--- src/rtl/baccarat_pkg.sv ---
// Shared types, thresholds and the card-rank helper for the baccarat controller.
// Optional debug build: define BACC_STATE_DBG_EN to expose the state register.
package baccarat_pkg;

    localparam int unsigned SCORE_W = 4;
    localparam int unsigned RANK_W  = 4;
    localparam int unsigned STATE_W = 4;

    localparam logic [SCORE_W-1:0] NAT_MIN_C   = 4'd8;
    localparam logic [SCORE_W-1:0] STAND_MIN_C = 4'd6;

    typedef enum logic [STATE_W-1:0] {
        DEAL_P1  = 4'd0,
        DEAL_D1  = 4'd1,
        DEAL_P2  = 4'd2,
        DEAL_D2  = 4'd3,
        EVAL     = 4'd4,
        DEAL_P3  = 4'd5,
        BANK_DEC = 4'd6,
        DEAL_D3  = 4'd7,
        DONE     = 4'd8
    } state_t;

    typedef struct packed {
        logic pcard1;
        logic pcard2;
        logic pcard3;
        logic dcard1;
        logic dcard2;
        logic dcard3;
    } load_t;

    // Tens and face cards count as zero.
    function automatic logic [SCORE_W-1:0] card_value(input logic [RANK_W-1:0] rank);
        return (rank >= 4'd10) ? 4'd0 : SCORE_W'(rank);
    endfunction

endpackage

--- src/rtl/baccarat_banker_rule.sv ---
// Banker third-card drawing table: banker two-card score and player third-card value -> draw.
module baccarat_banker_rule
    import baccarat_pkg::*;
(
    input  logic [SCORE_W-1:0] dscore,
    input  logic [SCORE_W-1:0] third_value,
    output logic               draw_c
);

    always_comb begin
        draw_c = 1'b0;
        case (dscore)
            4'd0, 4'd1, 4'd2: draw_c = 1'b1;
            4'd3:             draw_c = (third_value != 4'd8);
            4'd4:             draw_c = (third_value >= 4'd2) && (third_value <= 4'd7);
            4'd5:             draw_c = (third_value >= 4'd4) && (third_value <= 4'd7);
            4'd6:             draw_c = (third_value >= 4'd6) && (third_value <= 4'd7);
            default:          draw_c = 1'b0;
        endcase
    end

endmodule

--- src/rtl/baccarat_ctrl.sv ---
// Deal-sequencing FSM for the baccarat datapath: card load enables, third-card rules, winner flags.
// Define BACC_STATE_DBG_EN to add the state_dbg port and the one-hot load check.
module baccarat_ctrl
    import baccarat_pkg::*;
(
    input  logic               slow_clock,
    input  logic               resetb,
    input  logic [RANK_W-1:0]  pcard3_in,
    input  logic [SCORE_W-1:0] pscore,
    input  logic [SCORE_W-1:0] dscore,
    output logic               load_pcard1,
    output logic               load_pcard2,
    output logic               load_pcard3,
    output logic               load_dcard1,
    output logic               load_dcard2,
    output logic               load_dcard3,
    output logic               player_win,
    output logic               dealer_win
`ifdef BACC_STATE_DBG_EN
    ,
    output logic [STATE_W-1:0] state_dbg
`endif
);

    state_t state;
    state_t state_nxt;
    load_t  load_c;
    logic   bank_draw_c;

    baccarat_banker_rule u_banker_rule (
        .dscore      (dscore),
        .third_value (card_value(pcard3_in)),
        .draw_c      (bank_draw_c)
    );

    // State register; reset restarts the deal from the first player card.
    always_ff @(posedge slow_clock) begin
        if (resetb) begin
            state <= DEAL_P1;
        end else begin
            state <= state_nxt;
        end
    end

    // Next state and Moore loads; everything is held low while reset is asserted.
    always_comb begin
        state_nxt  = state;
        load_c     = '0;
        player_win = 1'b0;
        dealer_win = 1'b0;
        case (state)
            DEAL_P1: begin
                load_c.pcard1 = 1'b1;
                state_nxt     = DEAL_D1;
            end
            DEAL_D1: begin
                load_c.dcard1 = 1'b1;
                state_nxt     = DEAL_P2;
            end
            DEAL_P2: begin
                load_c.pcard2 = 1'b1;
                state_nxt     = DEAL_D2;
            end
            DEAL_D2: begin
                load_c.dcard2 = 1'b1;
                state_nxt     = EVAL;
            end
            EVAL: begin
                if ((pscore >= NAT_MIN_C) || (dscore >= NAT_MIN_C)) begin
                    state_nxt = DONE;
                end else if (pscore < STAND_MIN_C) begin
                    state_nxt = DEAL_P3;
                end else if (dscore < STAND_MIN_C) begin
                    state_nxt = DEAL_D3;
                end else begin
                    state_nxt = DONE;
                end
            end
            DEAL_P3: begin
                load_c.pcard3 = 1'b1;
                state_nxt     = BANK_DEC;
            end
            BANK_DEC: begin
                state_nxt = bank_draw_c ? DEAL_D3 : DONE;
            end
            DEAL_D3: begin
                load_c.dcard3 = 1'b1;
                state_nxt     = DONE;
            end
            DONE: begin
                player_win = (pscore >= dscore);
                dealer_win = (dscore >= pscore);
            end
            default: begin
                state_nxt = DEAL_P1;
            end
        endcase
        if (resetb) begin
            load_c     = '0;
            player_win = 1'b0;
            dealer_win = 1'b0;
        end
    end

    assign load_pcard1 = load_c.pcard1;
    assign load_pcard2 = load_c.pcard2;
    assign load_pcard3 = load_c.pcard3;
    assign load_dcard1 = load_c.dcard1;
    assign load_dcard2 = load_c.dcard2;
    assign load_dcard3 = load_c.dcard3;

`ifdef BACC_STATE_DBG_EN
    assign state_dbg = STATE_W'(state);

    a_one_load: assert property (@(posedge slow_clock) $onehot0(load_c));
`endif

endmodule

--- config.mk ---
export PLATFORM = sky130hd
export DESIGN_NAME = baccarat_ctrl
export DESIGN_NICKNAME = d
export VERILOG_FILES = /design/src/rtl/baccarat_pkg.sv /design/src/rtl/baccarat_banker_rule.sv /design/src/rtl/baccarat_ctrl.sv
export SDC_FILE = /design/constraint.sdc
export NUM_CORES = 1
export LEC_CHECK = 0
export CAP_MARGIN = 5
export CELL_PAD_IN_SITES_DETAIL_PLACEMENT = 0
export CELL_PAD_IN_SITES_GLOBAL_PLACEMENT = 2
export CORE_MARGIN = 2
export CORE_UTILIZATION = 21
export CTS_CLUSTER_SIZE = 16
export DETAILED_ROUTE_END_ITERATION = 8
export PLACE_DENSITY_LB_ADDON = 0.1
export SYNTH_ARGS = -nofsm -noshare
export SYNTH_HDL_FRONTEND = slang
export SYNTH_SLANG_ARGS = --single-unit
--- constraint.sdc ---
create_clock -name slow_clock -period 1.95 [get_ports slow_clock]
set_clock_uncertainty 0.1 [all_clocks]
set_input_delay 0.39 -clock slow_clock [delete_from_list [all_inputs] [get_ports slow_clock]]
set_output_delay 0.39 -clock slow_clock [all_outputs]
set_load 0.02 [all_outputs]
* After elaboration in Yosys (flattened, before gate mapping)
Index checks and enable logic that the tools add are counted.
** Cells by class
- Bitwise operators :: 0
- Shift operators :: 0
- Multiplexer cells :: 18
- Magnitude comparators :: 11
- $add $sub $neg :: 0
- Equal/unequal tests :: 15
- Reductions and logical operators :: 7
- Multipliers :: 0
- Div/mod/pow operators :: 0
** Operators by type and width (number)
- $pmux 4 s9 :: 1
- $eq 4x3->1 const B :: 7
- $mux 4 :: 5
- $eq 4x2->1 const B :: 4
- $ge 4x4->1 const B :: 3
- $mux 1 :: 10
- $eq 4x1->1 const B :: 2
- $ge 4x3->1 const B :: 2
- $ge 4x4->1 :: 2
- $logic_not 4->1 :: 2
- $lt 4x3->1 const B :: 2
- $mux 6 :: 1
- $pmux 1 s5 :: 1
- $eq 4x4->1 const B :: 1
- $ge 4x2->1 const B :: 1
- $le 4x3->1 const B :: 1
- $ne 4x4->1 const B :: 1
- $logic_and 1x1->1 :: 3
- $reduce_or 3->1 :: 1
- $logic_or 1x1->1 :: 1
** Word-level totals
- Latch bits :: 0
- Output and inout bits :: 8
- Bits in registers :: 4
- Bits in read-only memories :: 0
- RAM bits :: 0
- Memories :: 0
- Input bits :: 14

* Longest topological paths before layout
Gate-level depths: netlist of the first run.
- Depth in word-level cells :: 7
- Gate-level depth with buffers :: 6
- Gate-level depth less buffers :: 6

* By module
Synthesis of the first run repeated with hierarchy kept, for this count alone.
** Unflattened totals
- Cell total of the unflattened synthesis :: 70
- Area total of the unflattened synthesis :: 529.3 sq um
** Modules (own cells, without submodules)
- baccarat_ctrl :: seq. area each 80.1 sq um, times used 1, cells each 64, area an instance 476.7 sq um
- baccarat_banker_rule :: seq. area each 0.0 sq um, times used 1, cells each 6, area an instance 52.6 sq um

* Least setup slack after synthesis of the first run
Ideal clock, no wire load.
- Path type :: in2out
- Start point :: in pscore[1]
- End point :: out player_win
- Arrival :: 1.393 ns
- Path buffers :: 0
- Stages on the path :: 6
- Setup slack :: 0.067 ns
- Cell sequence :: inv_1 -> ha_1 -> nor2b_1 -> o21a_1 -> o21ai_1 -> a22o_1
** Between the ends
- Longest elaborated chain between the ends :: 3
** Ends and longest elaborated chain
- start, declared :: line baccarat_ctrl.sv:9 : input logic [SCORE_W-1:0] pscore,
- $ge 4x4->1 :: line baccarat_ctrl.sv:91 : player_win = (pscore >= dscore);
- $mux 1 :: line baccarat_ctrl.sv:51 : case (state)
- $mux 1 :: line baccarat_ctrl.sv:98 : if (resetb) begin
- end, declared :: line baccarat_ctrl.sv:17 : output logic player_win,
No other way between the ends.

* Final worst setup path of the first run
- Start point :: in dscore[3]
- End point :: out dealer_win
** Between the ends
- Longest elaborated chain between the ends :: 3
** Ends and longest elaborated chain
- start, declared :: line baccarat_ctrl.sv:10 : input logic [SCORE_W-1:0] dscore,
- $ge 4x4->1 :: line baccarat_ctrl.sv:92 : dealer_win = (dscore >= pscore);
- $mux 1 :: line baccarat_ctrl.sv:51
- $mux 1 :: line baccarat_ctrl.sv:98
- end, declared :: line baccarat_ctrl.sv:18 : output logic dealer_win
No other way between the ends.

==> results of run 1 <==
metal layers:
| metal | vias up | track usage [%] | share of wire (%) |
|---|---|---|---|
| li1 | 334 | - | - |
| met1 | 297 | 15.48 | 42 |
| met2 | 17 | 24.17 | 53 |
| met3 | 0 | 3.429 | 4.9 |
| met4 | 0 | 3.846 | 0 |
| met5 | - | 0 | 0 |
how the worst min path moves through the flow:
stage,slack (ps),start,to
2_1_floorplan,380,resetb,state[3]
3_3_place_gp,540,state[0],state[2]
3_5_place_dp,540,state[0],state[2]
4_1_cts,540,state[0],state[2]
5_1_grt,610,resetb,state[3]
6_report,580,resetb,state[3]
area by class of cell:
cell class	count	area, um^2
sequential	4	80.08
fill	244	1291
inverter	5	18.77
clock buffer	3	22.52
tap	28	35.03
multi-input combinational	55	449.2
timing repair buffer	41	336.6
synthesized netlist by cell type (all sizes together) (2+ instances only):
library cell  instances
a21oi                 3
nand4                 2
nand2b                3
dfxtp                 4
or3b                  2
ha                    4
buf                   3
nor2b                 2
nand2                 4
inv                   5
nor2                  8
o21ai                 3
nor3                  4
nor4                  3
a31oi                 3
cells in the final DEF (no fill, tap or decap), types with 2 or more instances in the layout:
master                            synthesis  routed
sky130_fd_sc_hd__a21oi_1                  3       3
sky130_fd_sc_hd__a31oi_1                  3       3
sky130_fd_sc_hd__buf_2                    2       6
sky130_fd_sc_hd__buf_4                    0      18
sky130_fd_sc_hd__buf_6                    1       4
sky130_fd_sc_hd__clkbuf_4                 0       3
sky130_fd_sc_hd__clkdlybuf4s15_1          0       4
sky130_fd_sc_hd__clkdlybuf4s50_1          0       4
sky130_fd_sc_hd__dfxtp_1                  4       4
sky130_fd_sc_hd__dlygate4sd2_1            0       4
sky130_fd_sc_hd__ha_4                     0       3
sky130_fd_sc_hd__inv_1                    5       3
sky130_fd_sc_hd__inv_2                    0       2
sky130_fd_sc_hd__nand2_1                  4       4
sky130_fd_sc_hd__nand2b_1                 3       3
sky130_fd_sc_hd__nand4_1                  2       2
sky130_fd_sc_hd__nor2_1                   7       7
sky130_fd_sc_hd__nor3_1                   3       3
sky130_fd_sc_hd__nor4_1                   3       2
sky130_fd_sc_hd__o21ai_2                  1       2
critical path: stages:
cell and delay, ps:
sky130_fd_sc_hd__dlygate4sd2_1 280, sky130_fd_sc_hd__ha_4 280, sky130_fd_sc_hd__and4_1 220, sky130_fd_sc_hd__nor2_1 80, sky130_fd_sc_hd__a21boi_4 150, sky130_fd_sc_hd__buf_6 130
through the flow:
| step | hold WS, ps | power (mW) | setup TNS, ps | utilization, % | cells |
|---|---|---|---|---|---|
| 3_5_place_dp | 541.3 | 0.2714 | -4826 | 38.66 | 132 |
| 6_report | 578.3 | 0.3908 | -124.3 | 42.18 | 136 |
| 5_1_grt | 610.4 | 0.4267 | -284.8 | 42.18 | 136 |
| 4_1_cts | 538.2 | 0.3757 | -132.7 | 40.17 | 135 |
| 2_1_floorplan | 378.4 | 0.1791 | 0 | - | 67 |
| 3_3_place_gp | 540.4 | 0.2714 | -4737 | 38.66 | 132 |
logic make-up (layout without fill, tap and decap cells):
logic type / Yosys count / count (layout)
and+or+nand+nor: 35 / 35
AOI/OAI and AO/OA: 15 / 15
buffers and inverters: 8 / 49
adders and majority gates: 4 / 4
DFF: 4 / 4
xor gates and xnor gates: 1 / 1
power by group through the flow:
| stage | logic [mW] | clock network (mW) | registers [mW] |
|---|---|---|---|
| 6_report | 0.192 | 0.103 | 0.0953 |
| 3_3_place_gp | 0.177 | 0 | 0.0944 |
| 4_1_cts | 0.177 | 0.106 | 0.0934 |
| 3_5_place_dp | 0.177 | 0 | 0.0947 |
| 5_1_grt | 0.214 | 0.117 | 0.0958 |
| 2_1_floorplan | 0.0851 | 0 | 0.0940 |
repair_timing:
item / CTS / global route
pin swaps: 9 / 2
buffers inserted: 0 / 1
gates resized for setup: 62 / 7
setup endpoints to repair: 8 / 5
==> impl_summary.log, run 1 <==
INFO  metric mappedNetlistNets = 85
INFO  metric worst-r2r-setup-slack = ~500 ps
INFO  metric num_vias = between 600 and 700
INFO  metric cts_tree = done
INFO  metric wire_length_of_the_first_global_routing_pass = ~2800 um
INFO  metric timing.max_slew.rel_slack = between 70% and 80%
INFO  metric sequential_power_share = 24.4%
INFO  metric post_syn_instances = between 60 and 70
INFO  metric path_class = input port to output port
INFO  metric powerDensity = about 410 mW/mm^2
INFO  metric pwr-share-clk = 26.4%
INFO  metric regMostFlops = state
INFO  metric syn_area = between 400 and 500 um^2
INFO  metric yosys_warnings = 0
INFO  metric routedWlPerCell = 11.34 um
INFO  metric clk-insertion-delay-late = about 240 ps
INFO  metric worstSetupStartpoint = dscore[3]
INFO  metric seq_area_frac_synth = around 16%
INFO  metric syn2layout_area_growth = 89.67%
INFO  metric setup_slack_at_placement = -953.1 ps
INFO  metric synthArstFlopShare = 0%
INFO  metric startpoint_type = input port
INFO  metric worstMarginPinSlew = 357.3 ps
INFO  metric grt_pass1_vias = 661
INFO  metric post_synth_xor_area_fraction = 1.763%
INFO  metric fmaxAchievable = 494.5 MHz
INFO  metric grt_util_all_layers = 13.46%
INFO  metric std_cell_rows = 17
INFO  metric finalWirelength = 1542 um
INFO  metric worstHoldPathType = input port to register
INFO  metric final-setup-viol-count = 2
INFO  metric drtAntennaViolNets = 0
INFO  metric synth_simple_gate_area_share = between 40% and 50%
INFO  metric gpl.final_weighted_congestion = 0.7234
INFO  metric design.core.area = 0.002233 mm^2
INFO  metric cts.sink_count = 4
INFO  metric syn_area_per_cell = ~7.4 um^2
INFO  metric critical_path.endpoint = dealer_win
INFO  metric synth_adder_area_share = about a tenth
INFO  metric rr_worst_depth = 5
INFO  metric timing.critical_path.arrival = 1530 ps
INFO  metric violation_count_after_the_first_detailed_route_iteration = 7
INFO  metric finalHoldViolCount = 0
INFO  metric htreeDepth = 1
INFO  metric io_pins = 22
INFO  metric die_area = about 0.0028 mm^2
INFO  metric nNetsFinal = between 100 and 150
INFO  metric die_w = approximately 53 um
INFO  metric number_of_buffers_added_to_fix_hold_violations_after_cts = 0
INFO  metric synthDistinctLibCells = 33
INFO  metric clockRootBuffer = sky130_fd_sc_hd__clkbuf_4
INFO  metric die_h = 52.64 um
INFO  metric synth.top_cells.by_area = sky130_fd_sc_hd__dfxtp_1 16%, sky130_fd_sc_hd__ha_1 10%, sky130_fd_sc_hd__nor2_1 5.3%
INFO  metric clock_path_buffers = 2
INFO  metric reg_top3 = state x4
INFO  metric vias_per_cell = between 4 and 5
INFO  metric regToRegEndpoint = state[2]
INFO  metric synth-compound-area-share = a little over a fifth
INFO  metric crit-reg2reg-launch = state[3]
INFO  metric floorplan.initialDensity = 22.24%
INFO  metric maxSlewViolCount = 0
INFO  metric netlist.area_leader.share = roughly 16%
INFO  metric yosys_register_bits = 4
INFO  metric crit_required = about 1500 ps
INFO  metric power_switching_share = 32.92%
INFO  metric combinationalPowerShare = 49.2%
INFO  metric clk_pin_slew = about 40 ps
INFO  metric grt-ovfl-total = 0
INFO  metric setup_repair_after_global_routing_missed_its_margin = yes
INFO  metric detailed_route_drc_error_count = 0
INFO  metric finalWorstSetupSlack = -72.18 ps
INFO  metric peakVddDrop = around 0.20 mV
INFO  metric synth-edff-count = 0
INFO  metric first_pass_iters = 3
INFO  metric buffers_added_on_ports = 21
INFO  metric run_status = finished with violations
INFO  metric synth_top_family_by_area = simple AND/OR/NAND/NOR gates
INFO  metric max-cap-violations = 0
INFO  metric cell_internal_pwr = between 0.2 and 0.3 mW
INFO  metric synthDominantAreaCellType = sky130_fd_sc_hd__dfxtp_1
INFO  metric drive_gt1_share = roughly 44%
INFO  metric largest_register_ff_count = 4
INFO  metric stdcell_area = roughly 940 um^2
INFO  metric failed_checks = negative setup slack
INFO  metric power.switching = about 0.13 mW
INFO  metric antennaDiodeCount = 0
INFO  metric post_synth_mux_area_share = 0%
INFO  metric power.leakage = 0.4061 nW
INFO  metric cp_max_fo = 2
INFO  metric critical_path.endpoint_type = output port
INFO  metric place_area = roughly 860 um^2
INFO  metric holdPathStages = 3
INFO  metric fin_crit = 2022 ps
INFO  metric total_clock_buffers_created_by_cts = 3
INFO  metric ys.flop_type = sky130_fd_sc_hd__dfxtp_1
INFO  metric antenna_found_initial = 0
INFO  metric grt_start_max_net_pins = 11
INFO  metric post-route-period-util = 103.7%
INFO  metric hpwl_after_detailed_placement = approximately 1200 um
(Power assumes the default switching activity.)
==> run 2, diff against run 1 <==
Settings changed: CORE_ASPECT_RATIO set to 1.1, GPL_TIMING_DRIVEN set to 0, MAX_ROUTING_LAYER set to met4.
==> run 2 against run 1 <==
Compared with the run above: largest cell class unchanged; critical path type unchanged; register-to-register slack better by 20 ps; the flow still finishes with violations (negative setup slack); global-route usage down 3.2 points; final area down 12%; total power down 6.6%; highest routed layer unchanged; routed wire length down 12%; sequential power up 0.4%; first-iteration DRC count unchanged; core utilization down 5.4 points.
==> impl_summary.log, run 2 (synthesis gave the netlist of run 1 again) <==
INFO  metric run_status = finished with violations
INFO  metric failed_checks = negative setup slack
INFO  metric total_clock_buffers_created_by_cts = 3
INFO  metric maxSlewViolCount = 0
INFO  metric powerDensity = between 400 and 500 mW/mm^2
INFO  metric detailed_route_drc_error_count = 0
INFO  metric buffers_added_on_ports = 21
INFO  metric largest_register_ff_count = 4
INFO  metric clk-insertion-delay-late = roughly 230 ps
INFO  metric regMostFlops = state
INFO  metric place_area = 744.5 um^2
INFO  metric crit_required = 1460 ps
INFO  metric post-route-period-util = 109.9%
INFO  metric clockRootBuffer = sky130_fd_sc_hd__clkbuf_4
INFO  metric final_common_cell = sky130_fd_sc_hd__buf_4
INFO  metric gpl.final_weighted_congestion = roughly 0.74
INFO  metric cts_tree = done
INFO  metric std_cell_rows = 18
INFO  metric grt-ovfl-total = 0
INFO  metric floorplan.initialDensity = between 20% and 30%
INFO  metric layout.area.seq = 82.58 um^2
INFO  metric die_w = 50.37 um
INFO  metric whs = slightly above 400 ps
INFO  metric grt_pass1_vias = 530
INFO  metric setup_slack_at_placement = -1023 ps
INFO  metric wire_length_of_the_first_global_routing_pass = about 2200 um
INFO  metric n_fill_cell = 259
INFO  metric worstMarginPinSlew = 358.5 ps
INFO  metric stdcell_area = 829.5 um^2
INFO  metric violation_count_after_the_first_detailed_route_iteration = 7
INFO  metric worstHoldPathType = input port to register
INFO  metric timing.critical_path.arrival = 1650 ps
INFO  metric path_class = input port to output port
INFO  metric design.core.area = 0.002252 mm^2
INFO  metric grt_util_all_layers = ~10%
INFO  metric first_pass_iters = 4
INFO  metric fmaxAchievable = 466.6 MHz
INFO  metric reg_top3 = state x4
INFO  metric setup_repair_after_global_routing_missed_its_margin = yes
INFO  metric hpwl_after_detailed_placement = about 1100 um
INFO  metric cts.sink_count = 4
INFO  metric num_vias = between 500 and 600
INFO  metric finalWorstSetupSlack = -193.1 ps
INFO  metric routedWlPerCell = about 11 um
INFO  metric nNetsFinal = roughly 120
INFO  metric io_pins = 22
INFO  metric antennaDiodeCount = 0
INFO  metric clock_path_buffers = 2
INFO  metric finalWirelength = ~1400 um
INFO  metric htreeDepth = 1
INFO  metric syn2layout_area_growth = 67.00%
INFO  metric vias_per_cell = about 4.7
INFO  metric peakVddDrop = between 0.15 and 0.2 mV
INFO  metric drtAntennaViolNets = 0
INFO  metric drive_gt1_share = a little over a third
INFO  metric multi_input_gate_area_in_the_final_layout = between 400 and 500 um^2
INFO  metric final-setup-viol-count = 2
INFO  metric power.leakage = approximately 0.36 nW
INFO  metric antenna_found_initial = 0
INFO  metric clk_pin_slew = ~40 ps
INFO  metric max-cap-violations = 0
INFO  metric startpoint_type = input port
INFO  metric die_h = ~55 um
INFO  metric fin_crit = about 2100 ps
INFO  metric cp_max_fo = 2
INFO  metric timing.max_slew.rel_slack = roughly three quarters
INFO  metric die_area = between 0.002 and 0.003 mm^2
INFO  metric number_of_buffers_added_to_fix_hold_violations_after_cts = 0
INFO  metric finalHoldViolCount = 0
INFO  metric most-common-layout-cells = 8 x sky130_fd_sc_hd__buf_4, 6 x sky130_fd_sc_hd__nor2_1, 5 x sky130_fd_sc_hd__dlygate4sd2_1, 5 x sky130_fd_sc_hd__clkdlybuf4s50_1
INFO  metric critical_path.endpoint_type = output port
INFO  metric grt_start_max_net_pins = 11
==> run 2: layout make-up <==
class                      count  area share [%]
multi-input combinational     55           51.13
sequential                     4           9.955
clock buffer                   3           2.715
tap                           30           4.525
buffer                         3           3.620
timing repair buffer          26           25.79
inverter                       5           2.262
==> run 2: metrics by stage <==
step	power [mW]	instances	util [%]	setup TNS (ps)
floorplan	0.1791	67	-	0
global placement	0.2433	118	33.06	-5241
detailed placement	0.2433	118	33.06	-5348
CTS	0.3443	121	34.28	-758.3
global route	0.3974	126	36.83	-469.9
finish	0.3649	126	36.83	-350.7
==> run 2: path summary, 6_finish.rpt <==
check        depth (start not counted)          to  slack, ps      start
max                                  5  player_win       -190  pscore[0]
min                                  2    state[3]        410     resetb
max reg2reg                          5    state[3]        520   state[0]
min reg2reg                          2    state[2]        550   state[3]
==> run 2: per-layer routing <==
metal | share of wire, % | vias to the layer above | GRT usage [%] | wire [um]
met5 | 0 | - | - | 0
met1 | 42 | 268 | 11.41 | 574
met3 | 4.6 | 0 | 1.613 | 63
li1 | - | 309 | - | -
met2 | 53 | 19 | 19.52 | 723
met4 | 0 | 0 | 2.703 | 0
==> run 2: where the power goes <==
| part | total (mW) | leakage, nW | switching, mW | internal (mW) |
|---|---|---|---|---|
| sequential | 0.0957 | 0.0335 | 0.00532 | 0.0904 |
| clock | 0.0999 | 0.0138 | 0.0313 | 0.0686 |
| combinational | 0.169 | 0.308 | 0.0809 | 0.0883 |
| total | 0.365 | 0.355 | 0.118 | 0.247 |
==> run 2: worst max-delay path: stages <==
cell and delay [ps]:
sky130_fd_sc_hd__clkdlybuf4s50_1 400, sky130_fd_sc_hd__ha_1 280, sky130_fd_sc_hd__and4_1 200, sky130_fd_sc_hd__a22o_1 250, sky130_fd_sc_hd__buf_6 130
==> run 2: timing repair <==
item	CTS	global route
endpoints found under the setup margin	8	7
setup buffers	0	5
pin swaps	4	3
resized for setup	41	24
==> variant, RTL diff (settings of run 1) <==
Reset style: asynchronous (`resetb`), changed in one clocked block.
--- a/src/rtl/baccarat_ctrl.sv
+++ b/src/rtl/baccarat_ctrl.sv
@@ -34,7 +34,7 @@
     );
 
     // State register; reset restarts the deal from the first player card.
-    always_ff @(posedge slow_clock) begin
+    always_ff @(posedge slow_clock or posedge resetb) begin
         if (resetb) begin
             state <= DEAL_P1;
         end else begin
Behaviour: no difference found for any inputs over 10 cycles, from zero or initial values and one cycle with resetb high; that may be too few to reach the edited logic, so the function may still have changed.
==> variant against run 1 <==
Global-route usage down 0.54 points; final area down 4.2%; routed wire length decreased by 1.8%; fmax increased by 6.5%; via count shrank 4.2%; sequential cell count stayed put; synthesized area increased by 2.5%; worst setup slack improved by 0.12 ns; highest routed layer is now met4.
Power is not compared: it rests on default switching activity, and its combinational part moved more than twofold at a synthesized area within 25%.
==> variant: results (changes against run 1) <==
multi_input_area_um2: 430  # was 449 µm²
synth.yosys.seq_area_share: 0.197  # was 0.161
gp_congestion: 0.808  # was 0.723
buffer_area_frac: 0.320  # was 0.357
multiInputCombCellCount: 55  # unchanged
top_regs: "state (4)"  # unchanged
path_max_fanout: 2  # unchanged
hold_path_class: "in2async"  # was in2reg
cts_made_buffers: 3  # unchanged
max-vdd-ir-drop_v: 0.000499
signal_buffers: 38  # was 41
nets: 126  # was 128
use_met3: 0.0169  # was 0.0343
use_met1: 0.153  # was 0.155
cts.clk_slew.worst_paths_ns: 0.04  # about the same
switchingPower_mw: 0.349
synthesis.nets: 85  # unchanged
met2_length_um: 751  # was 815 µm
vias: 621  # was 648
drive_gt1_frac: 0.462  # was 0.444
postCtsSetupBuffers: 0  # unchanged
first_iter_violations: 9  # was 7
io_buffers: 21  # unchanged
placed_cell_area_um2: 860  # was 863 µm²
status: "complete, no violations"  # was finished, violations left
tightest_slew_ns: 0.450  # was 0.357 ns
grt_max_degree: 9  # was 11
async_reset_ff_frac: 1.00  # was 0
synth-seq-cells: 4  # unchanged
grt.met2_usage: 0.224  # was 0.242
htree_num_levels: 1  # unchanged
leakage_nw: 0.406
grt_pass1_wl_um: 2620  # was 2790 µm
top_layer: "met4"  # was met3
synthTopCellsByArea: "dfrtp_1 20%, ha_1 9.8%, nor2_1 8.1%, nand2b_1 6.1%, nor3_1 4.9%"  # was dfxtp_1 16%, ha_1 10%, nor2_1 5.3%, a31oi_1 3.8%, inv_1 3.8%
dr_wl_met3_um: 85  # was 76 µm
yosysUniqueCellTypes: 29  # was 33
worstPathArrival_ns: 1.41  # was 1.53 ns
drt-met1-wl_um: 660  # was 650 µm
drtPass1Iterations: 5  # was 3
nonClockInverterCount: 6  # was 5
area_share_clock_buf_inv: 0.0250  # was 0.0239
wirelength_um: 1520  # was 1540 µm
num-fill-cells: 261  # was 244
synth_commonest_cells: "11 x nor2_1, 6 x inv_1, 5 x nand2b_1, 5 x nor3_1"  # was 7 x nor2_1, 5 x inv_1, 4 x dfxtp_1, 4 x ha_1, 4 x nand2_1
design_area_um2: 902  # was 942 µm²
regArea_um2: 100  # was 80.1 µm²
place_hpwl_um: 1240  # was 1190 µm
track_usage: 0.129  # was 0.135
antenna_found_initial: 0  # unchanged
clkLatencyLatePin_ns: 0.24  # about the same
antennaDiodeCount: 0  # unchanged
variant: logic make-up after synthesis:
group,Yosys count,synth area share
flops,4,0.197
compound gates,14,0.216
fa+ha+maj,4,0.0983
buf+inv,8,0.0884
simple gates,37,0.401
variant: metrics by stage:
step | utilization | std cells | power, mW | setup TNS [ns] | setup slack [ns]
after floorplan | - | 67 | 0.454 | 0 | 0.0527
after global placement | 0.381 | 131 | 0.719 | -4.80 | -0.993
after detailed placement | 0.381 | 131 | 0.714 | -4.97 | -1.01
after CTS | 0.395 | 134 | 0.815 | 0 | 0.00289
after global routing | 0.400 | 134 | 0.904 | 0 | 0.00135
final | 0.400 | 134 | 0.820 | 0 | 0.0504
variant: path summary, 6_finish.rpt:
path                       cells past startpoint  slack (ns)          to      start
hold reg to reg                                2        0.48    state[1]   state[3]
setup reg to reg                               6        0.57    state[2]   state[2]
max in group asynchronous                      2        1.47    state[0]     resetb
min in group slow_clock                        2        0.48    state[1]   state[3]
hold / removal                                 2        0.13    state[2]     resetb
setup / recovery                               6        0.05  dealer_win  dscore[2]
variant: what timing repair did:
item,CTS,global route
pin swaps,7,5
gates resized for setup,64,17
setup endpoints to repair,8,4
variant: critical path, cell delays in order:
cell,delay [ns]
clkdlybuf4s15_2,0.22
ha_4,0.27
and4_4,0.21
nor2_1,0.04
a21oi_1,0.13
buf_4,0.15
variant: power by group through the flow:
stage | logic (mW) | clock network, mW | registers [mW]
global placement | 0.572 | 0 | 0.148
global route | 0.626 | 0.120 | 0.158
detailed placement | 0.567 | 0 | 0.146
finish | 0.561 | 0.107 | 0.152
floorplan | 0.297 | 0 | 0.157
CTS | 0.557 | 0.112 | 0.147
